File: config.mk
export PLATFORM = sky130hd
export DESIGN_NAME = b002_decoder_flat
export DESIGN_NICKNAME = d
export VERILOG_FILES = /design/src/rtl/irig_pkg.sv /design/src/rtl/b002_decoder_if.sv /design/src/rtl/irig_symbol_classifier.sv /design/src/rtl/b002_decoder.sv /design/src/flat_wrapper.sv
export SDC_FILE = /design/constraint.sdc
export NUM_CORES = 1
export LEC_CHECK = 0
export CAP_MARGIN = 25
export CORE_ASPECT_RATIO = 1.4
export CORE_MARGIN = 2
export CORE_UTILIZATION = 50
export CTS_CLUSTER_SIZE = 10
export DETAILED_ROUTE_END_ITERATION = 10
export PLACE_DENSITY = 0.74
export RECOVER_POWER = 100
export SETUP_SLACK_MARGIN = 0.15
export SYNTH_ARGS = -nofsm -noshare
export SYNTH_HDL_FRONTEND = slang
export SYNTH_HIERARCHICAL = 1
export SYNTH_SLANG_ARGS = --single-unit
File: constraint.sdc
create_clock -name clk -period 6.4 [get_ports clk]
set_input_delay 1.28 -clock clk [delete_from_list [all_inputs] [get_ports clk]]
set_output_delay 1.28 -clock clk [all_outputs]
set_load 0.02 [all_outputs]
File: src/rtl/irig_pkg.sv
// Shared definitions for the IRIG-B002 decoder.
// - sym_e   : classified symbol (0, 1, position marker P, invalid width)
// - state_e : frame FSM state (SEARCH for the double marker, LOCKED to a frame)
// - default pulse-width thresholds in clk cycles at 50 MHz
// - frame geometry and the marker-position helper
package irig_pkg;

  localparam int unsigned T_GLITCH_DEF  = 50000;
  localparam int unsigned T_01_DEF      = 175000;
  localparam int unsigned T_1P_DEF      = 325000;
  localparam int unsigned T_PMAX_DEF    = 450000;
  localparam int unsigned T_TIMEOUT_DEF = 750000;

  localparam int unsigned FRAME_LEN = 100;
  localparam int unsigned TS_W      = 64;
  localparam int unsigned TDATA_W   = FRAME_LEN + TS_W;
  localparam int unsigned POS_W     = 7;

  typedef enum logic [1:0] {
    SYM_0   = 2'd0,
    SYM_1   = 2'd1,
    SYM_P   = 2'd2,
    SYM_INV = 2'd3
  } sym_e;

  typedef enum logic {
    SEARCH = 1'b0,
    LOCKED = 1'b1
  } state_e;

  // Position markers P1..P9 sit at 9, 19, ..., 99; position 0 is the
  // reference marker Pr that starts the frame.
  function automatic logic is_marker_pos(input logic [POS_W-1:0] pos);
    return (pos % 7'd10) == 7'd9;
  endfunction

endpackage

File: src/rtl/b002_decoder_if.sv
// Single-beat AXI4-Stream output channel of the IRIG-B002 decoder.
// - tdata  : [63:0] Pr timestamp, [163:64] frame bits (bit 64+k = symbol k)
// - tvalid : beat available
// - tready : sink can accept
// - tlast  : always equal to tvalid (one beat per packet)
// Handshake: a beat transfers on a rising clk edge where tvalid & tready are
// both high; once tvalid is raised it stays high with tdata/tlast stable until
// that transfer, and tvalid never depends on tready.
interface b002_decoder_if;

  logic [irig_pkg::TDATA_W-1:0] tdata;
  logic                         tvalid;
  logic                         tready;
  logic                         tlast;

  modport master (
    output tdata,
    output tvalid,
    output tlast,
    input  tready
  );

  modport slave (
    input  tdata,
    input  tvalid,
    input  tlast,
    output tready
  );

endinterface

File: src/rtl/irig_symbol_classifier.sv
// Symbol front end for the IRIG-B002 decoder.
// Synchronizes irig_in, finds its edges, measures each high pulse and
// classifies it on the falling edge.
// Ports:
//   clk, aresetn : clock, synchronous active-low reset
//   counter_in   : free-running timestamp, latched at each synchronized rise
//   irig_in      : asynchronous IRIG level input
//   rise_stb     : one-cycle strobe on every synchronized rising edge
//   sym_valid    : one-cycle strobe, a non-glitch pulse has been classified
//   sym          : symbol class, valid with sym_valid
//   sym_ts       : counter_in captured at that pulse's rising edge
module irig_symbol_classifier
  import irig_pkg::*;
#(
  parameter int unsigned T_GLITCH = T_GLITCH_DEF,
  parameter int unsigned T_01     = T_01_DEF,
  parameter int unsigned T_1P     = T_1P_DEF,
  parameter int unsigned T_PMAX   = T_PMAX_DEF
) (
  input  logic            clk,
  input  logic            aresetn,
  input  logic [TS_W-1:0] counter_in,
  input  logic            irig_in,
  output logic            rise_stb,
  output logic            sym_valid,
  output sym_e            sym,
  output logic [TS_W-1:0] sym_ts
);

  localparam int unsigned W_W = $clog2(T_PMAX + 2);
  localparam logic [W_W-1:0] W_GLITCH = W_W'(T_GLITCH);
  localparam logic [W_W-1:0] W_01     = W_W'(T_01);
  localparam logic [W_W-1:0] W_1P     = W_W'(T_1P);
  localparam logic [W_W-1:0] W_PMAX   = W_W'(T_PMAX);
  localparam logic [W_W-1:0] W_SAT    = W_W'(T_PMAX + 1);

  logic            sync1_q, sync2_q, sync_d_q;
  logic            rise, fall, glitch;
  logic [W_W-1:0]  width_q;
  logic [TS_W-1:0] ts_tmp_q, ts_bak_q;
  sym_e            sym_c;

  assign rise     = sync2_q & ~sync_d_q;
  assign fall     = ~sync2_q & sync_d_q;
  assign glitch   = width_q < W_GLITCH;
  assign rise_stb = rise;

  always_comb begin
    sym_c = SYM_INV;
    if (width_q < W_01) begin
      sym_c = SYM_0;
    end else if (width_q < W_1P) begin
      sym_c = SYM_1;
    end else if (width_q <= W_PMAX) begin
      sym_c = SYM_P;
    end
  end

  always_ff @(posedge clk) begin
    if (!aresetn) begin
      sync1_q   <= 1'b0;
      sync2_q   <= 1'b0;
      sync_d_q  <= 1'b0;
      width_q   <= '0;
      ts_tmp_q  <= '0;
      ts_bak_q  <= '0;
      sym_valid <= 1'b0;
      sym       <= SYM_0;
      sym_ts    <= '0;
    end else begin
      sync1_q  <= irig_in;
      sync2_q  <= sync1_q;
      sync_d_q <= sync2_q;

      // The rise cycle is the first high cycle, so the count starts at 1
      // and equals the number of synchronized high cycles at the fall.
      if (rise) begin
        width_q <= W_W'(1);
      end else if (sync2_q && (width_q != W_SAT)) begin
        width_q <= width_q + W_W'(1);
      end

      // A glitch must not disturb the timestamp of the last real rise,
      // so the previous capture is kept aside and restored.
      if (rise) begin
        ts_tmp_q <= counter_in;
        ts_bak_q <= ts_tmp_q;
      end else if (fall && glitch) begin
        ts_tmp_q <= ts_bak_q;
      end

      sym_valid <= fall & ~glitch;
      if (fall && !glitch) begin
        sym    <= sym_c;
        sym_ts <= ts_tmp_q;
      end
    end
  end

endmodule

File: src/rtl/b002_decoder.sv
// IRIG-B002 time-code decoder.
// Aligns classified symbols to 100-symbol frames on the P9/Pr double marker,
// collects the frame bits and emits one AXI4-Stream beat per complete frame.
// Ports:
//   clk, aresetn : 50 MHz clock, synchronous active-low reset
//   counter_in   : free-running 64-bit timestamp counter
//   irig_in      : asynchronous IRIG-B002 level input
//   m_axis       : output stream, tdata = {frame_bits[99:0], pr_timestamp[63:0]}
//   dbg_state    : current frame FSM state
// Stream handshake: the beat transfers on a clk edge with tvalid & tready;
// tvalid/tdata are held stable until then. A frame finishing while a beat is
// still pending is dropped. tready never affects decoding.
module b002_decoder
  import irig_pkg::*;
#(
  parameter int unsigned T_GLITCH  = T_GLITCH_DEF,
  parameter int unsigned T_01      = T_01_DEF,
  parameter int unsigned T_1P      = T_1P_DEF,
  parameter int unsigned T_PMAX    = T_PMAX_DEF,
  parameter int unsigned T_TIMEOUT = T_TIMEOUT_DEF
) (
  input  logic            clk,
  input  logic            aresetn,
  input  logic [TS_W-1:0] counter_in,
  input  logic            irig_in,
  b002_decoder_if.master  m_axis,
  output state_e          dbg_state
);

  localparam int unsigned G_W = $clog2(T_TIMEOUT + 1);
  localparam logic [G_W-1:0]   G_SAT    = G_W'(T_TIMEOUT);
  localparam logic [POS_W-1:0] LAST_POS = POS_W'(FRAME_LEN - 1);

  logic            rise_stb;
  logic            sym_valid;
  sym_e            sym;
  logic [TS_W-1:0] sym_ts;

  irig_symbol_classifier #(
    .T_GLITCH (T_GLITCH),
    .T_01     (T_01),
    .T_1P     (T_1P),
    .T_PMAX   (T_PMAX)
  ) u_classifier (
    .clk        (clk),
    .aresetn    (aresetn),
    .counter_in (counter_in),
    .irig_in    (irig_in),
    .rise_stb   (rise_stb),
    .sym_valid  (sym_valid),
    .sym        (sym),
    .sym_ts     (sym_ts)
  );

  state_e                 state_q, state_d;
  logic                   prev_p_q, prev_p_d;
  logic [POS_W-1:0]       pos_q, pos_d, next_pos;
  logic [FRAME_LEN-1:0]   bits_q, bits_d;
  logic [TS_W-1:0]        ts_q, ts_d;
  logic [G_W-1:0]         gap_q, gap_d;
  logic                   done_q, done_d;
  logic                   tvalid_q;
  logic [TDATA_W-1:0]     tdata_q;

  assign next_pos  = pos_q + POS_W'(1);
  assign dbg_state = state_q;

  always_ff @(posedge clk) begin
    if (!aresetn) begin
      state_q  <= SEARCH;
      prev_p_q <= 1'b0;
      pos_q    <= '0;
      bits_q   <= '0;
      ts_q     <= '0;
      gap_q    <= '0;
      done_q   <= 1'b0;
    end else begin
      state_q  <= state_d;
      prev_p_q <= prev_p_d;
      pos_q    <= pos_d;
      bits_q   <= bits_d;
      ts_q     <= ts_d;
      gap_q    <= gap_d;
      done_q   <= done_d;
    end
  end

  always_comb begin
    state_d  = state_q;
    prev_p_d = prev_p_q;
    pos_d    = pos_q;
    bits_d   = bits_q;
    ts_d     = ts_q;
    done_d   = 1'b0;
    gap_d    = gap_q;

    // Rise-to-rise gap, saturating so a dead input stays timed out.
    if (rise_stb) begin
      gap_d = '0;
    end else if (gap_q != G_SAT) begin
      gap_d = gap_q + G_W'(1);
    end

    case (state_q)
      SEARCH: begin
        if (sym_valid) begin
          if ((sym == SYM_P) && prev_p_q) begin
            state_d  = LOCKED;
            prev_p_d = 1'b0;
            pos_d    = '0;
            bits_d   = '0;
            ts_d     = sym_ts;
          end else begin
            prev_p_d = (sym == SYM_P);
          end
        end
      end

      LOCKED: begin
        if (sym_valid) begin
          if (pos_q == LAST_POS) begin
            // After P9 only a Pr may follow; it opens the next frame.
            if (sym == SYM_P) begin
              pos_d  = '0;
              bits_d = '0;
              ts_d   = sym_ts;
            end else begin
              state_d  = SEARCH;
              prev_p_d = 1'b0;
            end
          end else if (sym == SYM_INV) begin
            state_d  = SEARCH;
            prev_p_d = 1'b0;
          end else if (is_marker_pos(next_pos)) begin
            if (sym == SYM_P) begin
              pos_d            = next_pos;
              bits_d[next_pos] = 1'b0;
              done_d           = (next_pos == LAST_POS);
            end else begin
              state_d  = SEARCH;
              prev_p_d = 1'b0;
            end
          end else if (sym == SYM_P) begin
            // A stray P may itself be the first half of a real P9/Pr pair.
            state_d  = SEARCH;
            prev_p_d = 1'b1;
          end else begin
            pos_d            = next_pos;
            bits_d[next_pos] = (sym == SYM_1);
          end
        end else if (gap_q == G_SAT) begin
          state_d  = SEARCH;
          prev_p_d = 1'b0;
        end
      end

      default: begin
        state_d  = SEARCH;
        prev_p_d = 1'b0;
      end
    endcase
  end

  // Output register: a completed frame is loaded when no beat is pending
  // (or the pending one transfers this cycle); otherwise it is dropped.
  always_ff @(posedge clk) begin
    if (!aresetn) begin
      tvalid_q <= 1'b0;
      tdata_q  <= '0;
    end else begin
      if (done_q && (!tvalid_q || m_axis.tready)) begin
        tvalid_q <= 1'b1;
        tdata_q  <= {bits_q, ts_q};
      end else if (tvalid_q && m_axis.tready) begin
        tvalid_q <= 1'b0;
      end
    end
  end

  assign m_axis.tvalid = tvalid_q;
  assign m_axis.tdata  = tdata_q;
  assign m_axis.tlast  = tvalid_q;

endmodule

File: src/flat_wrapper.sv
// flat-port wrapper written by rule: the top's interface ports become plain ports
module b002_decoder_flat import irig_pkg::*;
#(
  parameter int unsigned T_GLITCH  = T_GLITCH_DEF,
  parameter int unsigned T_01      = T_01_DEF,
  parameter int unsigned T_1P      = T_1P_DEF,
  parameter int unsigned T_PMAX    = T_PMAX_DEF,
  parameter int unsigned T_TIMEOUT = T_TIMEOUT_DEF
)
  (clk, aresetn, counter_in, irig_in, dbg_state, m_axis_tdata, m_axis_tvalid, m_axis_tlast, m_axis_tready);
  b002_decoder_if m_axis_i ();
  input  logic clk;
  input  logic aresetn;
  input  logic [TS_W-1:0] counter_in;
  input  logic irig_in;
  output state_e dbg_state;
  output wire logic [$bits(m_axis_i.tdata)-1:0] m_axis_tdata;
  output wire logic [$bits(m_axis_i.tvalid)-1:0] m_axis_tvalid;
  output wire logic [$bits(m_axis_i.tlast)-1:0] m_axis_tlast;
  input wire logic [$bits(m_axis_i.tready)-1:0] m_axis_tready;
  assign m_axis_tdata = m_axis_i.tdata;
  assign m_axis_tvalid = m_axis_i.tvalid;
  assign m_axis_tlast = m_axis_i.tlast;
  assign m_axis_i.tready = m_axis_tready;
  b002_decoder #(.T_GLITCH(T_GLITCH), .T_01(T_01), .T_1P(T_1P), .T_PMAX(T_PMAX), .T_TIMEOUT(T_TIMEOUT)) u_core (.clk(clk), .aresetn(aresetn), .counter_in(counter_in), .irig_in(irig_in), .m_axis(m_axis_i), .dbg_state(dbg_state));
endmodule
==> results of run 1 <==
-- stage by stage --
stage / total power [mW] / utilization [%] / hold WS [ps] / instances / instance area (µm²)
final: 7.11 / 59.4 / 440 / 3558 / 27300
after global placement: 3.93 / 55.4 / 431 / 3474 / 25500
after global routing: 7.33 / 59.4 / 459 / 3558 / 27300
after CTS: 7.16 / 59.3 / 440 / 3552 / 27200
after detailed placement: 3.94 / 55.4 / 438 / 3475 / 25500
after floorplan: 3.85 / - / 412 / 2838 / 23200
-- layer usage --
| layer | vias to the layer above | part of all wire (%) | GRT usage (%) |
|---|---|---|---|
| met4 | 4 | 4.1 | 12.6 |
| met3 | 163 | 6.1 | 3.56 |
| met2 | 790 | 48 | 42.5 |
| met1 | 9637 | 41 | 30.8 |
| met5 | - | 0.045 | 0 |
| li1 | 9849 | - | - |
-- worst max-delay path: stages (launching register included) --
cell	delay, ps
dfxtp_1	360
nand2b_2	120
clkbuf_1	2710
inv_4	530
clkbuf_1	540
buf_16	340
nand2_1	140
nand3_1	110
o211a_1	180
-- layout make-up --
type,count,area share (%)
multi-input cells,2006,38.5
flip-flops and latches,576,42.3
clock buffers,71,6.20
inverters,19,0.270
well taps,617,2.83
repair buffers,263,9.66
clock inverters,6,0.248
-- worst max path at each step --
stage / start / end / slack, ps / cells after the start
2_1_floorplan: u_core/pos_q[0] / u_core/pos_q[5] / 3610 / 15
3_3_place_gp: u_core/pos_q[0] / u_core/bits_q[17] / 2080 / 12
3_5_place_dp: u_core/pos_q[0] / u_core/bits_q[13] / 1980 / 12
4_1_cts: u_core/pos_q[0] / u_core/bits_q[90] / 1920 / 12
5_1_grt: u_core/u_classifier/sync2_q / u_core/u_classifier/ts_tmp_q[33] / 770 / 8
6_report: u_core/u_classifier/sync2_q / u_core/u_classifier/ts_tmp_q[33] / 1140 / 8
-- synth_stat cells, types with 12 or more instances --
cell type | n | area share [%]
xnor2_1 | 13 | 0.49
a21boi_1 | 13 | 0.42
nor3_1 | 17 | 0.37
dfxtp_1 | 576 | 50
xor2_1 | 21 | 0.79
a31oi_1 | 15 | 0.40
o31ai_1 | 17 | 0.55
nor2_1 | 96 | 1.6
o211a_1 | 65 | 2.8
buf_2 | 32 | 0.69
a21boi_0 | 116 | 3.8
buf_4 | 21 | 0.68
inv_1 | 16 | 0.26
nand2b_1 | 12 | 0.32
a21oi_1 | 318 | 6.9
nand4_1 | 15 | 0.40
o21ai_0 | 86 | 1.9
nand3_1 | 100 | 2.2
o211ai_1 | 83 | 2.7
a32o_1 | 16 | 0.69
nand2_1 | 863 | 14
clkbuf_1 | 161 | 2.6
and3_1 | 12 | 0.32
-- power groups by stage --
stage / clock network [mW] / registers [mW] / logic [mW]
6_report: 3.24 / 3.65 / 0.218
5_1_grt: 3.44 / 3.65 / 0.237
4_1_cts: 3.30 / 3.65 / 0.212
3_5_place_dp: 0 / 3.73 / 0.211
3_3_place_gp: 0 / 3.72 / 0.205
2_1_floorplan: 0 / 3.72 / 0.137
-- cell families (layout without fill, tap and decap cells) --
family / Yosys count / count (layout) / share of synthesized area, %
AND/OR/NAND/NOR: 1173 / 1173 / 21.0
multiplexers: 6 / 6 / 0.286
flip-flops: 576 / 576 / 49.7
XOR/XNOR: 34 / 34 / 1.28
adder cells (fa/ha/maj): 8 / 8 / 0.431
buffers and inverters: 256 / 359 / 5.05
AO/OA/AOI/OAI: 785 / 785 / 22.3
-- layout by cell type (no fill, tap or decap), drive strengths merged, types with 3 or more instances in the layout --
| cell | netlist | routed |
|---|---|---|
| nor2b | 8 | 8 |
| nand3 | 101 | 101 |
| o22ai | 5 | 5 |
| mux2i | 4 | 4 |
| o211ai | 83 | 83 |
| xor2 | 21 | 21 |
| o21ai | 92 | 92 |
| a31o | 3 | 3 |
| o41ai | 4 | 4 |
| a32oi | 3 | 3 |
| a31oi | 16 | 16 |
| or3 | 4 | 4 |
| nand2b | 13 | 13 |
| a21boi | 129 | 129 |
| nand3b | 3 | 3 |
| nor4 | 7 | 7 |
| o31ai | 18 | 18 |
| inv | 18 | 22 |
| clkinv | 1 | 3 |
| and4 | 4 | 4 |
| a21oi | 318 | 318 |
| ha | 8 | 8 |
| buf | 73 | 23 |
| and2 | 11 | 11 |
| o211a | 65 | 65 |
| a211oi | 6 | 6 |
| nor3 | 17 | 17 |
| clkdlybuf4s50 | 0 | 66 |
| o21a | 3 | 3 |
| clkbuf | 163 | 78 |
| xnor2 | 13 | 13 |
| and3 | 14 | 14 |
| o32ai | 4 | 4 |
| nor2 | 96 | 96 |
| nand2 | 866 | 866 |
| dlygate4sd3 | 0 | 167 |
| nand4 | 16 | 16 |
| a32o | 16 | 16 |
| or4 | 3 | 3 |
| dfxtp | 576 | 576 |
-- sequential cells by signal, summed over array words and instances (netlist names), 2 cells and up --
signal / flops
u_core/ts_q: 64
u_core/u_classifier/width_q: 19
u_core/pos_q: 7
u_core/u_classifier/ts_bak_q: 64
u_core/u_classifier/sym_ts: 64
u_core/u_classifier/ts_tmp_q: 64
u_core/gap_q: 20
u_core/u_classifier/sym: 2
u_core/bits_q: 100
u_core/m_axis.tdata: 164
==> impl_results.md, run 1 <==
* Outcome: finished with violations
* Failing checks: max-capacitance violations, max-slew violations
* Max-cap violations at 5
* Die width at 186 µm
* Drt drc at 0
* Global-route wire length before repair at 98.1 mm
* Layout cells sized above 1 at 4.28%
* Reg2reg start: u_core/u_classifier/sync2_q
* WS Path Type: reg -> reg
* Final nets at 3009
* Post-cts gate resize count at 0
* Post-route setup slack at 1140 ps
* Post-Route Setup TNS at 0 ps
* WL final at 61.6 mm
* Clk buf depth at 3
* RSZ-0062 raised after global routing: no
* WP data required at 6870 ps
* CTS Root Cell: clkbuf_16
* Final hold vios at 0
* P_sw at 1.53 mW
* R2R setup slack at 1140 ps
* Final setup fails at 0
* Kind of end point of the critical path: flop
* GRT Total Usage at 25.0%
* #FFs+latches synth at 576
* Asr flop ratio synth at 0%
* Vias in the first global route at 19275
* Crit share post-route at 82.2%
* FILL cells at 4049
* Clk Latency, worst-skew pair at 590 ps
* Post-DP HPWL at 38.7 mm
* Die Ht at 259 µm
* Mapped Area at 0.0232 mm²
* Reg power frac at 51.3%
* CTS clock-pin slew for the worst setup and hold paths at 60 ps
* Pins Over Slew Limit at 321
* YS warnings at 6
* Hold_buf cts at 0
* Clock Skew at 27.5 ps
* TritonCTS clock tree: done
* Worst slack, placed at 1980 ps
* Largest net degree at the start of global routing at 134
* Reg-to-reg endpoint: u_core/u_classifier/ts_tmp_q[33]
* Maximum clock rate at 0.190 GHz
* Sequential share of the synthesized area at 49.7%
* Remaining Overflow, GRT at 0
* Ys flop type: dfxtp_1
* Number of setup buffers added after CTS at 0
* Worst-Margin Slew at 3870 ps
* H-Tree Depth at 3
* Hold Path Sink: u_core/ts_q[57]
* Placeable Area at 0.0460 mm²
* Worst hold path class: reg -> reg
* Top-level port count at 235
* Arrival @ worst endpoint at 5730 ps
* Synthesized netlist cell count at 2838
* CP Max Fanout at 94
* Hold Startpoint: u_core/u_classifier/sym_ts[57]
* Global placer's final weighted congestion at 0.975
* Total CTS buffers at 67
* Area of the multi-input gates at 0.0105 mm²
* Int Pwr at 5.58 mW
* Worst slew margin at -158%
* Number of library cell types mapped by synthesis at 84
* DRT antenna net count at 0
* Starting Density at 50.5%
* Wire length per cell at 17.3 µm
* Sink Count at 576
* Reg area at 0.0115 mm²
* Clock share of power at 45.6%
* Site row count at 93
* Antenna cells at 0
* Syn nets at 2914
* Post-synth EDFFs at 0
* First drt pass iteration count at 6
* Critical Path Start Type: flop
* Gate power share at 3.1%
* Via-per-instance ratio at 5.75
* LEAKAGE at 10.2 nW
* Antenna violations before repair at 4
* Mean Syn Cell Area at 8.18 µm²
* Pwr dens at 261 mW/mm²
* R2R depth at 8
* Switching share of power at 21.5%
* Max IR drop VDD at 0.265 mV
* Port bufs at 234
* Via Count at 20443
* Initial DRC count at 1764
* Area Growth Syn to Fin at 17.6%
* Min-Delay Path Depth at 2
* Crit path time final at 5260 ps
* Area of the die at 0.0482 mm²
Note: power is estimated with default switching activity, not from simulation.
==> run 2, diff against run 1 <==
--- a/config.mk
+++ b/config.mk
@@ -11,7 +11,7 @@
 export CORE_UTILIZATION = 50
 export CTS_CLUSTER_SIZE = 10
 export DETAILED_ROUTE_END_ITERATION = 10
-export PLACE_DENSITY = 0.74
+export PLACE_DENSITY = 0.77
 export RECOVER_POWER = 100
 export SETUP_SLACK_MARGIN = 0.15
 export SYNTH_ARGS = -nofsm -noshare
==> constraint.sdc (replaced) <==
create_clock -name clk -period 4.6 [get_ports clk]
set_input_delay 0.92 -clock clk [delete_from_list [all_inputs] [get_ports clk]]
set_output_delay 0.92 -clock clk [all_outputs]
set_load 0.02 [all_outputs]
==> impl_results.md, run 2 (synthesis gave the netlist of run 1 again) <==
* H-Tree Depth at 3
* Via-per-instance ratio at 5.73
* RSZ-0062 raised after global routing: no
* Largest delay share family, worst path: compound AO/OA/AOI/OAI gates
* Post-DP HPWL at 40.6 mm
* Post-layout util at 59.6%
* WL final at 62.6 mm
* Site row count at 93
* Layout cells sized above 1 at 4.88%
* Die Ht at 259 µm
* Hold_buf cts at 0
* Final nets at 3020
* Port bufs at 234
* Global placer's final weighted congestion at 0.887
* Arrival @ worst endpoint at 4630 ps
* Outcome: finished with violations
* CP bufs+invs at 0
* Kind of end point of the critical path: flop
* Maximum clock rate at 0.239 GHz
* Clock Skew at 14.8 ps
* Wire length per cell at 17.5 µm
* Max reg flops at 164
* Die width at 186 µm
* Post-cts gate resize count at 0
* Number of setup buffers added after CTS at 0
* Post-Route Setup TNS at 0 ps
* Drt drc at 0
* Cell area after layout at 0.0274 mm²
* LEAKAGE at 10.3 nW
* Placed cell area at 0.0256 mm²
* Largest net degree at the start of global routing at 129
* Failing checks: max-capacitance violations, max-slew violations
* CP Max Fanout at 13
* CTS clock-pin slew for the worst setup and hold paths at 60 ps
* Clk buf depth at 3
* Global-route wire length before repair at 99.3 mm
* Area of the die at 0.0482 mm²
* Starting Density at 50.5%
* TritonCTS clock tree: done
* WS Path Type: reg -> reg
* First drt pass iteration count at 7
* Most frequent cells in the layout: nand2_1 (862), dfxtp_1 (576), a21oi_1 (318)
* FILL cells at 4034
* Commonest non-fill, non-tap cell in the layout: nand2_1
* Vias in the first global route at 19499
* Slowest cell on crit path: dfxtp_1
* Remaining Overflow, GRT at 0
* Worst slew margin at -55.2%
* Worst-Margin Slew at 2330 ps
* Top-level port count at 235
* Area Growth Syn to Fin at 18.1%
* Crit path time final at 4190 ps
* Total CTS buffers at 68
* Initial DRC count at 1778
* CTS Root Cell: clkbuf_16
* WP data required at 5040 ps
* Worst hold path class: reg -> reg
* Sink Count at 576
* Max IR drop VDD at 0.261 mV
* Clk Latency, worst-skew pair at 580 ps
* Crit-path max cell delay at 660 ps
* Power consumption at 9.96 mW
* Pins Over Slew Limit at 190
* DRT antenna net count at 0
* Antenna violations before repair at 5
* Pwr dens at 363 mW/mm²
* Placeable Area at 0.0460 mm²
* Via Count at 20452
* Final hold vios at 0
* GRT Total Usage at 25.4%
* Critical Path Start Type: flop
* Fin Hold WS at 448 ps
* Antenna cells at 0
* Max-cap violations at 2
* Crit share post-route at 91.0%
* CP Cell Sequence: ha_1 > and2_0 > nor2_1 > a221o_1 > o21ai_0 > a32oi_2 > a2111oi_4 > a31oi_1 > nand2b_1 > o41ai_1
* Final setup fails at 0
run 2: changes by cell type in the layout (fill, tap and decap cells not counted), sizes merged:
cell      delta
buf          +8
clkbuf       +3
clkinv       -1
clkinvlp     +1
inv          +1
run 2: through the flow:
step | setup slack (ps) | instances
2_1_floorplan | 1810 | 2838
3_3_place_gp | 786 | 3488
3_5_place_dp | 631 | 3489
4_1_cts | 597 | 3568
5_1_grt | 144 | 3570
6_report | 414 | 3570
run 2: routing by layer:
metal  track usage [%]  up-vias  wire length, µm
met4              13.1        6             2880
met2              43.7      723            30300
met5                 0        -               34
met3              3.87      163             3670
met1              30.4     9697            25800
li1                  -     9863                -
run 2: cell type report:
cell class              count  area [µm²]  share of cell area, %
inverters                  19        75.1                  0.274
clock inverters             7        68.8                  0.251
repair buffers            273        2690                   9.83
clock buffers              72        1740                   6.34
well taps                 617         772                   2.82
flip-flops and latches    576       11500                   42.1
multi-input cells        2006       10500                   38.4
run 2: where the power goes:
part	switching (mW)	total (mW)	internal, mW
Sequential	0.0364	5.08	5.04
Combinational	0.170	0.295	0.125
Clock	1.91	4.58	2.67
Total	2.12	9.96	7.84
run 2: final timing paths:
| path | from | end | slack (ps) | cells after the start |
|---|---|---|---|---|
| hold / removal | u_core/ts_q[63] | u_core/m_axis.tdata[63] | 450 | 2 |
| setup reg to reg | u_core/pos_q[1] | u_core/pos_q[5] | 410 | 10 |
| hold reg to reg | u_core/ts_q[63] | u_core/m_axis.tdata[63] | 450 | 2 |
| setup / recovery | u_core/pos_q[1] | u_core/pos_q[5] | 410 | 10 |
run 2: tightest hold or removal path: cells and delay by family (launching register included):
kind,cells,cell delay [ps]
flip-flops,1,310
AND/OR/NAND/NOR,1,50
AO/OA/AOI/OAI,1,50
